**config.mk**
```make
export PLATFORM = sky130hd
export DESIGN_NAME = control_block
export DESIGN_NICKNAME = d
export VERILOG_FILES = /design/src/rtl/rtl_settings_pkg.sv /design/src/rtl/control_block_addr_gen.sv /design/src/rtl/control_block.sv
export SDC_FILE = /design/constraint.sdc
export NUM_CORES = 1
export LEC_CHECK = 0
export BUFFER_PORTS_ARGS = -buffer_cell sky130_fd_sc_hd__buf_2
export CORE_AREA = 4 4 135 137
export DETAILED_ROUTE_END_ITERATION = 8
export DIE_AREA = 0 0 139 141
export PLACE_DENSITY = 0.75
export SYNTH_ARGS = -nofsm -noshare
export SYNTH_HDL_FRONTEND = slang
export SYNTH_SLANG_ARGS = --single-unit
export TNS_END_PERCENT = 50
```
**constraint.sdc**
```tcl
create_clock -name clk_i -period 5.3 [get_ports clk_i]
set_input_delay 1.06 -clock clk_i [delete_from_list [all_inputs] [get_ports clk_i]]
set_output_delay 1.06 -clock clk_i [all_outputs]
set_load 0.005 [all_outputs]
```
**src/rtl/rtl_settings_pkg.sv**
```systemverilog
// Shared settings for the traffic-generator control path: widths, CSR indices,
// test/address mode encodings and the LFSR step used for random addressing.
package rtl_settings_pkg;

  typedef enum logic {BYTE_ADDR, WORD_ADDR} addr_type_t;

  localparam int         ADDR_W      = 28;
  localparam int         AMM_BURST_W = 11;
  localparam int         ADDR_B_W    = 2;
  localparam addr_type_t ADDR_TYPE   = WORD_ADDR;

  localparam int CSR_TEST_PARAM = 1;
  localparam int CSR_SET_ADDR   = 2;
  localparam int CSR_SET_DATA   = 3;

  typedef enum logic [1:0] {
    WRITE_ONLY      = 2'd0,
    READ_ONLY       = 2'd1,
    WRITE_AND_CHECK = 2'd2
  } test_mode_t;

  typedef enum logic [1:0] {
    FIX_ADDR = 2'd0,
    INC_ADDR = 2'd1,
    RND_ADDR = 2'd2
  } addr_mode_t;

  typedef enum logic [2:0] {
    ST_IDLE,
    ST_ISSUE_WR,
    ST_ISSUE_RD,
    ST_DRAIN,
    ST_DONE
  } ctrl_state_t;

  // Right-shift Galois form of x^32 + x^22 + x^2 + x + 1.
  localparam logic [31:0] LFSR_TAPS = 32'h8020_0003;

  function automatic logic [31:0] lfsr_next(input logic [31:0] cur);
    lfsr_next = cur[0] ? ((cur >> 1) ^ LFSR_TAPS) : (cur >> 1);
  endfunction

endpackage

```
**src/rtl/control_block_addr_gen.sv**
```systemverilog
// Address generator: fixed, incrementing or LFSR-random addresses, loaded at
// test start and advanced once per completed address.
module addr_gen
  import rtl_settings_pkg::*;
(
  input  logic                   rst_i,
  input  logic                   clk_i,
  input  logic                   load_i,
  input  logic                   adv_i,
  input  addr_mode_t             mode_i,
  input  logic [ADDR_W-1:0]      base_i,
  input  logic [AMM_BURST_W-2:0] burst_i,
  output logic [ADDR_W-1:0]      addr_o
);

  localparam int STEP_SHIFT = (ADDR_TYPE == BYTE_ADDR) ? ADDR_B_W : 0;

  addr_mode_t        mode_q, mode_d;
  logic [ADDR_W-1:0] step_q, step_d;
  logic [ADDR_W-1:0] addr_q, addr_d;
  logic [31:0]       lfsr_q, lfsr_d;
  logic [31:0]       seed;

  always_comb begin
    mode_d = mode_q;
    step_d = step_q;
    addr_d = addr_q;
    lfsr_d = lfsr_q;
    seed   = {{(32-ADDR_W){1'b0}}, base_i};
    if (seed == 32'd0) seed = 32'd1;

    if (load_i) begin
      mode_d = mode_i;
      step_d = ADDR_W'({1'b0, burst_i} + AMM_BURST_W'(1)) << STEP_SHIFT;
      if (mode_i == RND_ADDR) begin
        // The first random address is the state one step past the seed.
        lfsr_d = lfsr_next(seed);
        addr_d = lfsr_d[ADDR_W-1:0];
      end else begin
        addr_d = base_i;
      end
    end else if (adv_i) begin
      case (mode_q)
        INC_ADDR: addr_d = addr_q + step_q;
        RND_ADDR: begin
          lfsr_d = lfsr_next(lfsr_q);
          addr_d = lfsr_d[ADDR_W-1:0];
        end
        default:  addr_d = addr_q;
      endcase
    end
  end

  always_ff @(posedge clk_i or posedge rst_i) begin
    if (rst_i) begin
      mode_q <= FIX_ADDR;
      step_q <= '0;
      addr_q <= '0;
      lfsr_q <= 32'd1;
    end else begin
      mode_q <= mode_d;
      step_q <= step_d;
      addr_q <= addr_d;
      lfsr_q <= lfsr_d;
    end
  end

  assign addr_o = addr_q;

endmodule

```
**src/rtl/control_block.sv**
```systemverilog
// Test sequencer: issues write/read requests over a valid/ready handshake,
// counts accepts, aborts on compare error and waits for the transmitter to drain.
module control_block
  import rtl_settings_pkg::*;
(
  input  logic                                        rst_i,
  input  logic                                        clk_i,
  input  logic [CSR_SET_DATA:CSR_TEST_PARAM][31:0]    test_param_i,
  input  logic                                        start_i,
  input  logic                                        trans_ready_i,
  input  logic                                        trans_busy_i,
  input  logic                                        cmp_error_i,
  output logic                                        trans_valid_o,
  output logic [ADDR_W-1:0]                           trans_addr_o,
  output logic                                        trans_type_o,
  output logic                                        test_busy_o,
  output logic                                        test_done_o,
  output logic                                        test_error_o,
  output logic [31:0]                                 trans_cnt_o
);

  ctrl_state_t state_q, state_d;
  test_mode_t  mode_q, mode_d;
  logic [15:0] count_q, count_d;
  logic [15:0] done_q, done_d;
  logic [15:0] done_inc;
  logic        error_q, error_d;
  logic [31:0] tcnt_q, tcnt_d;
  logic        accept;
  logic        gen_load;
  logic        gen_adv;

  addr_gen u_addr_gen (
    .rst_i   (rst_i),
    .clk_i   (clk_i),
    .load_i  (gen_load),
    .adv_i   (gen_adv),
    .mode_i  (addr_mode_t'(test_param_i[CSR_TEST_PARAM][21:20])),
    .base_i  (test_param_i[CSR_SET_ADDR][ADDR_W-1:0]),
    .burst_i (test_param_i[CSR_TEST_PARAM][AMM_BURST_W-2:0]),
    .addr_o  (trans_addr_o)
  );

  assign accept   = trans_valid_o & trans_ready_i;
  assign done_inc = done_q + 16'd1;

  always_comb begin
    state_d       = state_q;
    mode_d        = mode_q;
    count_d       = count_q;
    done_d        = done_q;
    error_d       = error_q;
    tcnt_d        = tcnt_q;
    gen_load      = 1'b0;
    gen_adv       = 1'b0;
    trans_valid_o = (state_q == ST_ISSUE_WR) || (state_q == ST_ISSUE_RD);
    trans_type_o  = (state_q == ST_ISSUE_RD);
    test_busy_o   = (state_q != ST_IDLE);
    test_done_o   = (state_q == ST_DONE);

    if (accept && (tcnt_q != 32'hFFFF_FFFF)) tcnt_d = tcnt_q + 32'd1;

    case (state_q)
      ST_IDLE: begin
        if (start_i) begin
          mode_d   = test_mode_t'(test_param_i[CSR_TEST_PARAM][17:16]);
          count_d  = test_param_i[CSR_SET_DATA][31:16];
          done_d   = '0;
          error_d  = 1'b0;
          tcnt_d   = '0;
          gen_load = 1'b1;
          if (count_d == 16'd0)        state_d = ST_DRAIN;
          else if (mode_d == READ_ONLY) state_d = ST_ISSUE_RD;
          else                         state_d = ST_ISSUE_WR;
        end
      end
      ST_ISSUE_WR: begin
        if (accept) begin
          if (mode_q == WRITE_AND_CHECK) begin
            state_d = ST_ISSUE_RD;
          end else begin
            gen_adv = 1'b1;
            done_d  = done_inc;
            if (done_inc == count_q) state_d = ST_DRAIN;
          end
        end
      end
      ST_ISSUE_RD: begin
        if (accept) begin
          gen_adv = 1'b1;
          done_d  = done_inc;
          if (done_inc == count_q)             state_d = ST_DRAIN;
          else if (mode_q == WRITE_AND_CHECK)  state_d = ST_ISSUE_WR;
        end
      end
      ST_DRAIN: if (!trans_busy_i) state_d = ST_DONE;
      ST_DONE:  state_d = ST_IDLE;
      default:  state_d = ST_IDLE;
    endcase

    // A compare error overrides any issue decision but still lets a same-cycle accept count.
    if ((state_q != ST_IDLE) && cmp_error_i) begin
      error_d = 1'b1;
      state_d = ST_DRAIN;
    end
  end

  always_ff @(posedge clk_i or posedge rst_i) begin
    if (rst_i) begin
      state_q <= ST_IDLE;
      mode_q  <= WRITE_ONLY;
      count_q <= '0;
      done_q  <= '0;
      error_q <= 1'b0;
      tcnt_q  <= '0;
    end else begin
      state_q <= state_d;
      mode_q  <= mode_d;
      count_q <= count_d;
      done_q  <= done_d;
      error_q <= error_d;
      tcnt_q  <= tcnt_d;
    end
  end

  assign test_error_o = error_q;
  assign trans_cnt_o  = tcnt_q;

endmodule

```
==> metrics.log <==
INFO  metric synth_top_cell_area_share = 0.403
INFO  metric period_minus_slack = 3180 ps
INFO  metric setup_tns = 0 ps
INFO  metric synth_async_sr_flop_share = 1.00
INFO  metric fp.dieArea = slightly below 0.02 sq mm
INFO  metric holdCritPathClass = reg2reg
INFO  metric area.growth.synth_to_final = 15.9%
INFO  metric maxSlewViolCount = 0
INFO  metric clock_path_buffers = 2
INFO  metric finalClockSkew = 9.91 ps
INFO  metric parity_gate_share_of_the_synthesized_area_counting_xor_and_xnor_cells = 0.0705
INFO  metric synthTopCellsByCount = sky130_fd_sc_hd__nand2_1 (197), sky130_fd_sc_hd__dfrtp_1 (142), sky130_fd_sc_hd__o21ai_0 (87)
INFO  metric critPathMaxFanout = 17
INFO  metric top_level_ports = 167
INFO  metric largest_family_of_logic_cells_by_synthesized_area = simple AND/OR/NAND/NOR gates
INFO  metric detail_route.iter0.violations = ~760
INFO  metric first_pass_grt_wire_length = 40900 microns
INFO  metric final_design_area_no_fill = 0.0102 sq mm
INFO  metric drive_above_1_share = 0.175
INFO  metric setup_repair_after_global_routing_missed_its_margin = false
INFO  metric cts-htree-levels = 4
INFO  metric timing.final.setup_violations = 0
INFO  metric synthDistinctLibCells = 76
INFO  metric maxCapViolations = 0
INFO  metric coreArea = approximately 0.017 sq mm
INFO  metric cts_tree = done
INFO  metric final_net_count = roughly 1300
INFO  metric drt-vias-per-instance = 6.02
INFO  metric timing.slew.headroom = 0.184
INFO  metric post_synth.cell_area_avg = 8.52 sq um
INFO  metric routed-via-count = 8259
INFO  metric post_synth_and_or_nand_nor_area_fraction = 0.248
INFO  metric postSynthRegisterBits = about 140
INFO  metric dp_hpwl = 16900 microns
INFO  metric worst-endpoint-arrival = 3520 ps
INFO  metric postCtsResizedCells = 0
INFO  metric clock_insertion_delay_worst_skew = around 430 ps
INFO  metric max_freq = 0.315 GHz
INFO  metric hold_violations = 0
INFO  metric via_count_of_the_first_global_routing_pass = 8124
INFO  metric status = finished clean
INFO  metric die_w = between 100 and 150 microns
INFO  metric synth_mux_area_frac = 0.0431
INFO  metric die_height = roughly 140 microns
INFO  metric grt_start_max_net_pins = 116
INFO  metric met2RoutedLength = ~12000 microns
INFO  metric routedLengthMet1 = 10600 microns
INFO  metric cts_made_buffers = 17
INFO  metric timing_worst_slew_pin_value = 1220 ps
INFO  metric std_cell_rows = 48
INFO  metric top_layer_used = met4
INFO  metric antenna_found_initial = 1
INFO  metric synth-compound-area-share = 0.177
INFO  metric globalplace.congestion = 0.878
INFO  metric port-buffer-count = 128
INFO  metric average_routed_wire_per_standard_cell = 17.9 microns
INFO  metric synth_nets = ~1200
INFO  metric ys_dominant_reg_cell = sky130_fd_sc_hd__dfrtp_1
INFO  metric power.static_leakage = 4.63 nW
INFO  metric fillerInstances = between 1500 and 2000
INFO  metric fin_worst_hold_slack = approximately 480 ps
INFO  metric post_synth_fa_ha_maj_area_fraction = 0.0221
INFO  metric drtPass1Iterations = 5
INFO  metric wire_length_on_met3 = 1460 microns
INFO  metric cts.clk_slew.worst_paths = 60 ps
INFO  metric largest_voltage_drop_on_the_vdd_net = 0.000355 V
INFO  metric period_share = 0.599
INFO  metric yosys.area.top_type = sky130_fd_sc_hd__dfrtp_1
INFO  metric root_buffer = sky130_fd_sc_hd__clkbuf_16
INFO  metric routed_wirelength = about 25000 microns
INFO  metric grtUsageTotal = 0.252
INFO  metric post_dp_cell_area = 0.00961 sq mm
INFO  metric worst-endpoint-required = 5640 ps
INFO  metric finalCoreUtilization = 0.600
INFO  metric edff_count_synth = 0
INFO  metric power = 0.00511 W
INFO  metric critPathKind = in2reg
INFO  metric drc_errors = 0
INFO  metric power_density = 500 mW/mm^2
INFO  metric start_util = 0.517
INFO  metric postCtsSetupRepairBufs = 0
INFO  metric synth_warn = 0
INFO  metric detail-route-antenna-nets = 0
INFO  metric cts_hold_buffers = 0
INFO  metric synth_most_common_cell = sky130_fd_sc_hd__nand2_1
INFO  metric largest_cells_by_area_after_synthesis = sky130_fd_sc_hd__dfrtp_1 (40%), sky130_fd_sc_hd__nand2_1 (8.4%), sky130_fd_sc_hd__o21ai_0 (4.9%), sky130_fd_sc_hd__mux2i_1 (4.3%), sky130_fd_sc_hd__xor2_1 (3.8%)
INFO  metric cts.sink_count = 143
INFO  metric mappedNetlistArea = 0.00882 sq mm
INFO  metric critPathCaptureType = flop
INFO  metric startpoint_type = input pin
INFO  metric post_synth_inst_count = 1035
INFO  metric share_of_the_yosys_chip_area_belonging_to_registers = 0.406
INFO  metric grt-ovfl-total = 0
[power by group]
part	leakage [nW]	total [W]	switching, W	internal [W]
combinational	2.46	0.00209	0.00123	0.000862
clock	0.298	0.00127	0.000511	0.000762
sequential	1.87	0.00175	0.000342	0.00140
[layer usage]
metal / vias up / global-route usage
li1: 3907 / -
met1: 3987 / 0.336
met2: 310 / 0.409
met3: 55 / 0.0472
met4: 0 / 0.104
met5: - / 0
[sequential cells by signal, indices dropped and copies added, names as in the netlist]
name               cells
count_q               16
mode_q                 2
u_addr_gen.step_q     11
u_addr_gen.mode_q      2
state_q                3
done_q                16
u_addr_gen.addr_o     28
test_error_o           1
u_addr_gen.lfsr_q     32
trans_cnt_o           32
[worst max-delay path: stages]
cell,delay [ps]
sky130_fd_sc_hd__buf_2,150
sky130_fd_sc_hd__nor2b_1,480
sky130_fd_sc_hd__nand3_2,410
sky130_fd_sc_hd__nand2_1,680
sky130_fd_sc_hd__nand4_1,190
sky130_fd_sc_hd__or4_1,430
sky130_fd_sc_hd__o211ai_1,100
[per-stage QoR]
| stage | worst slack (ps) | instances |
|---|---|---|
| after floorplan | 404 | 1035 |
| after global placement | 1790 | 1339 |
| after detailed placement | 1720 | 1339 |
| after CTS | 2170 | 1371 |
| after global routing | 1900 | 1372 |
| final | 2120 | 1372 |
[cells in the final DEF, fill, tap and decap left out, drive strengths merged, types with 6 or more instances in the layout]
cell      n
nor2     78
nand2b    8
nand3    43
dfrtp   142
xor2     38
ha       14
buf     139
nor3     21
mux2i    38
a21oi    49
inv      17
and2      9
nor2b     6
a31oi    13
xnor2    33
o211ai   13
a41oi     6
clkbuf   18
and4      8
nand2   197
and3     20
o21ai    91
nor4     20
nand4    25
a211oi    7
or3       8
o31ai    11
[area by class of cell]
type	instances	area (sq um)	share of cell area
Multi-Input combinational cell	820	4970	0.486
Sequential cell	143	3580	0.350
Timing Repair Buffer	139	723	0.0707
Clock buffer	18	439	0.0429
Tap cell	225	282	0.0275
Clock inverter	14	180	0.0176
Inverter	12	50.0	0.00489
Antenna cell	1	2.50	0.000245
[final timing paths]
path	start	cells past startpoint	end	slack, ps
setup / recovery	trans_ready_i	7	u_addr_gen.addr_o[23]	2120
hold / removal	u_addr_gen.step_q[4]	2	u_addr_gen.step_q[4]	480
setup reg to reg	u_addr_gen.addr_o[0]	9	u_addr_gen.addr_o[26]	2210
hold reg to reg	u_addr_gen.step_q[4]	2	u_addr_gen.step_q[4]	480
max in group asynchronous	rst_i	3	u_addr_gen.lfsr_q[0]	3380
min in group asynchronous	rst_i	2	trans_cnt_o[15]	890
[logic make-up after synthesis]
kind of cell | Yosys count
adders and majority gates | 15
and+or+nand+nor | 453
AOI/OAI and AO/OA | 243
xor gates and xnor gates | 71
DFF | 143
buffers and inverters | 72
muxes | 38
Power figures use the tool's default switching activity.
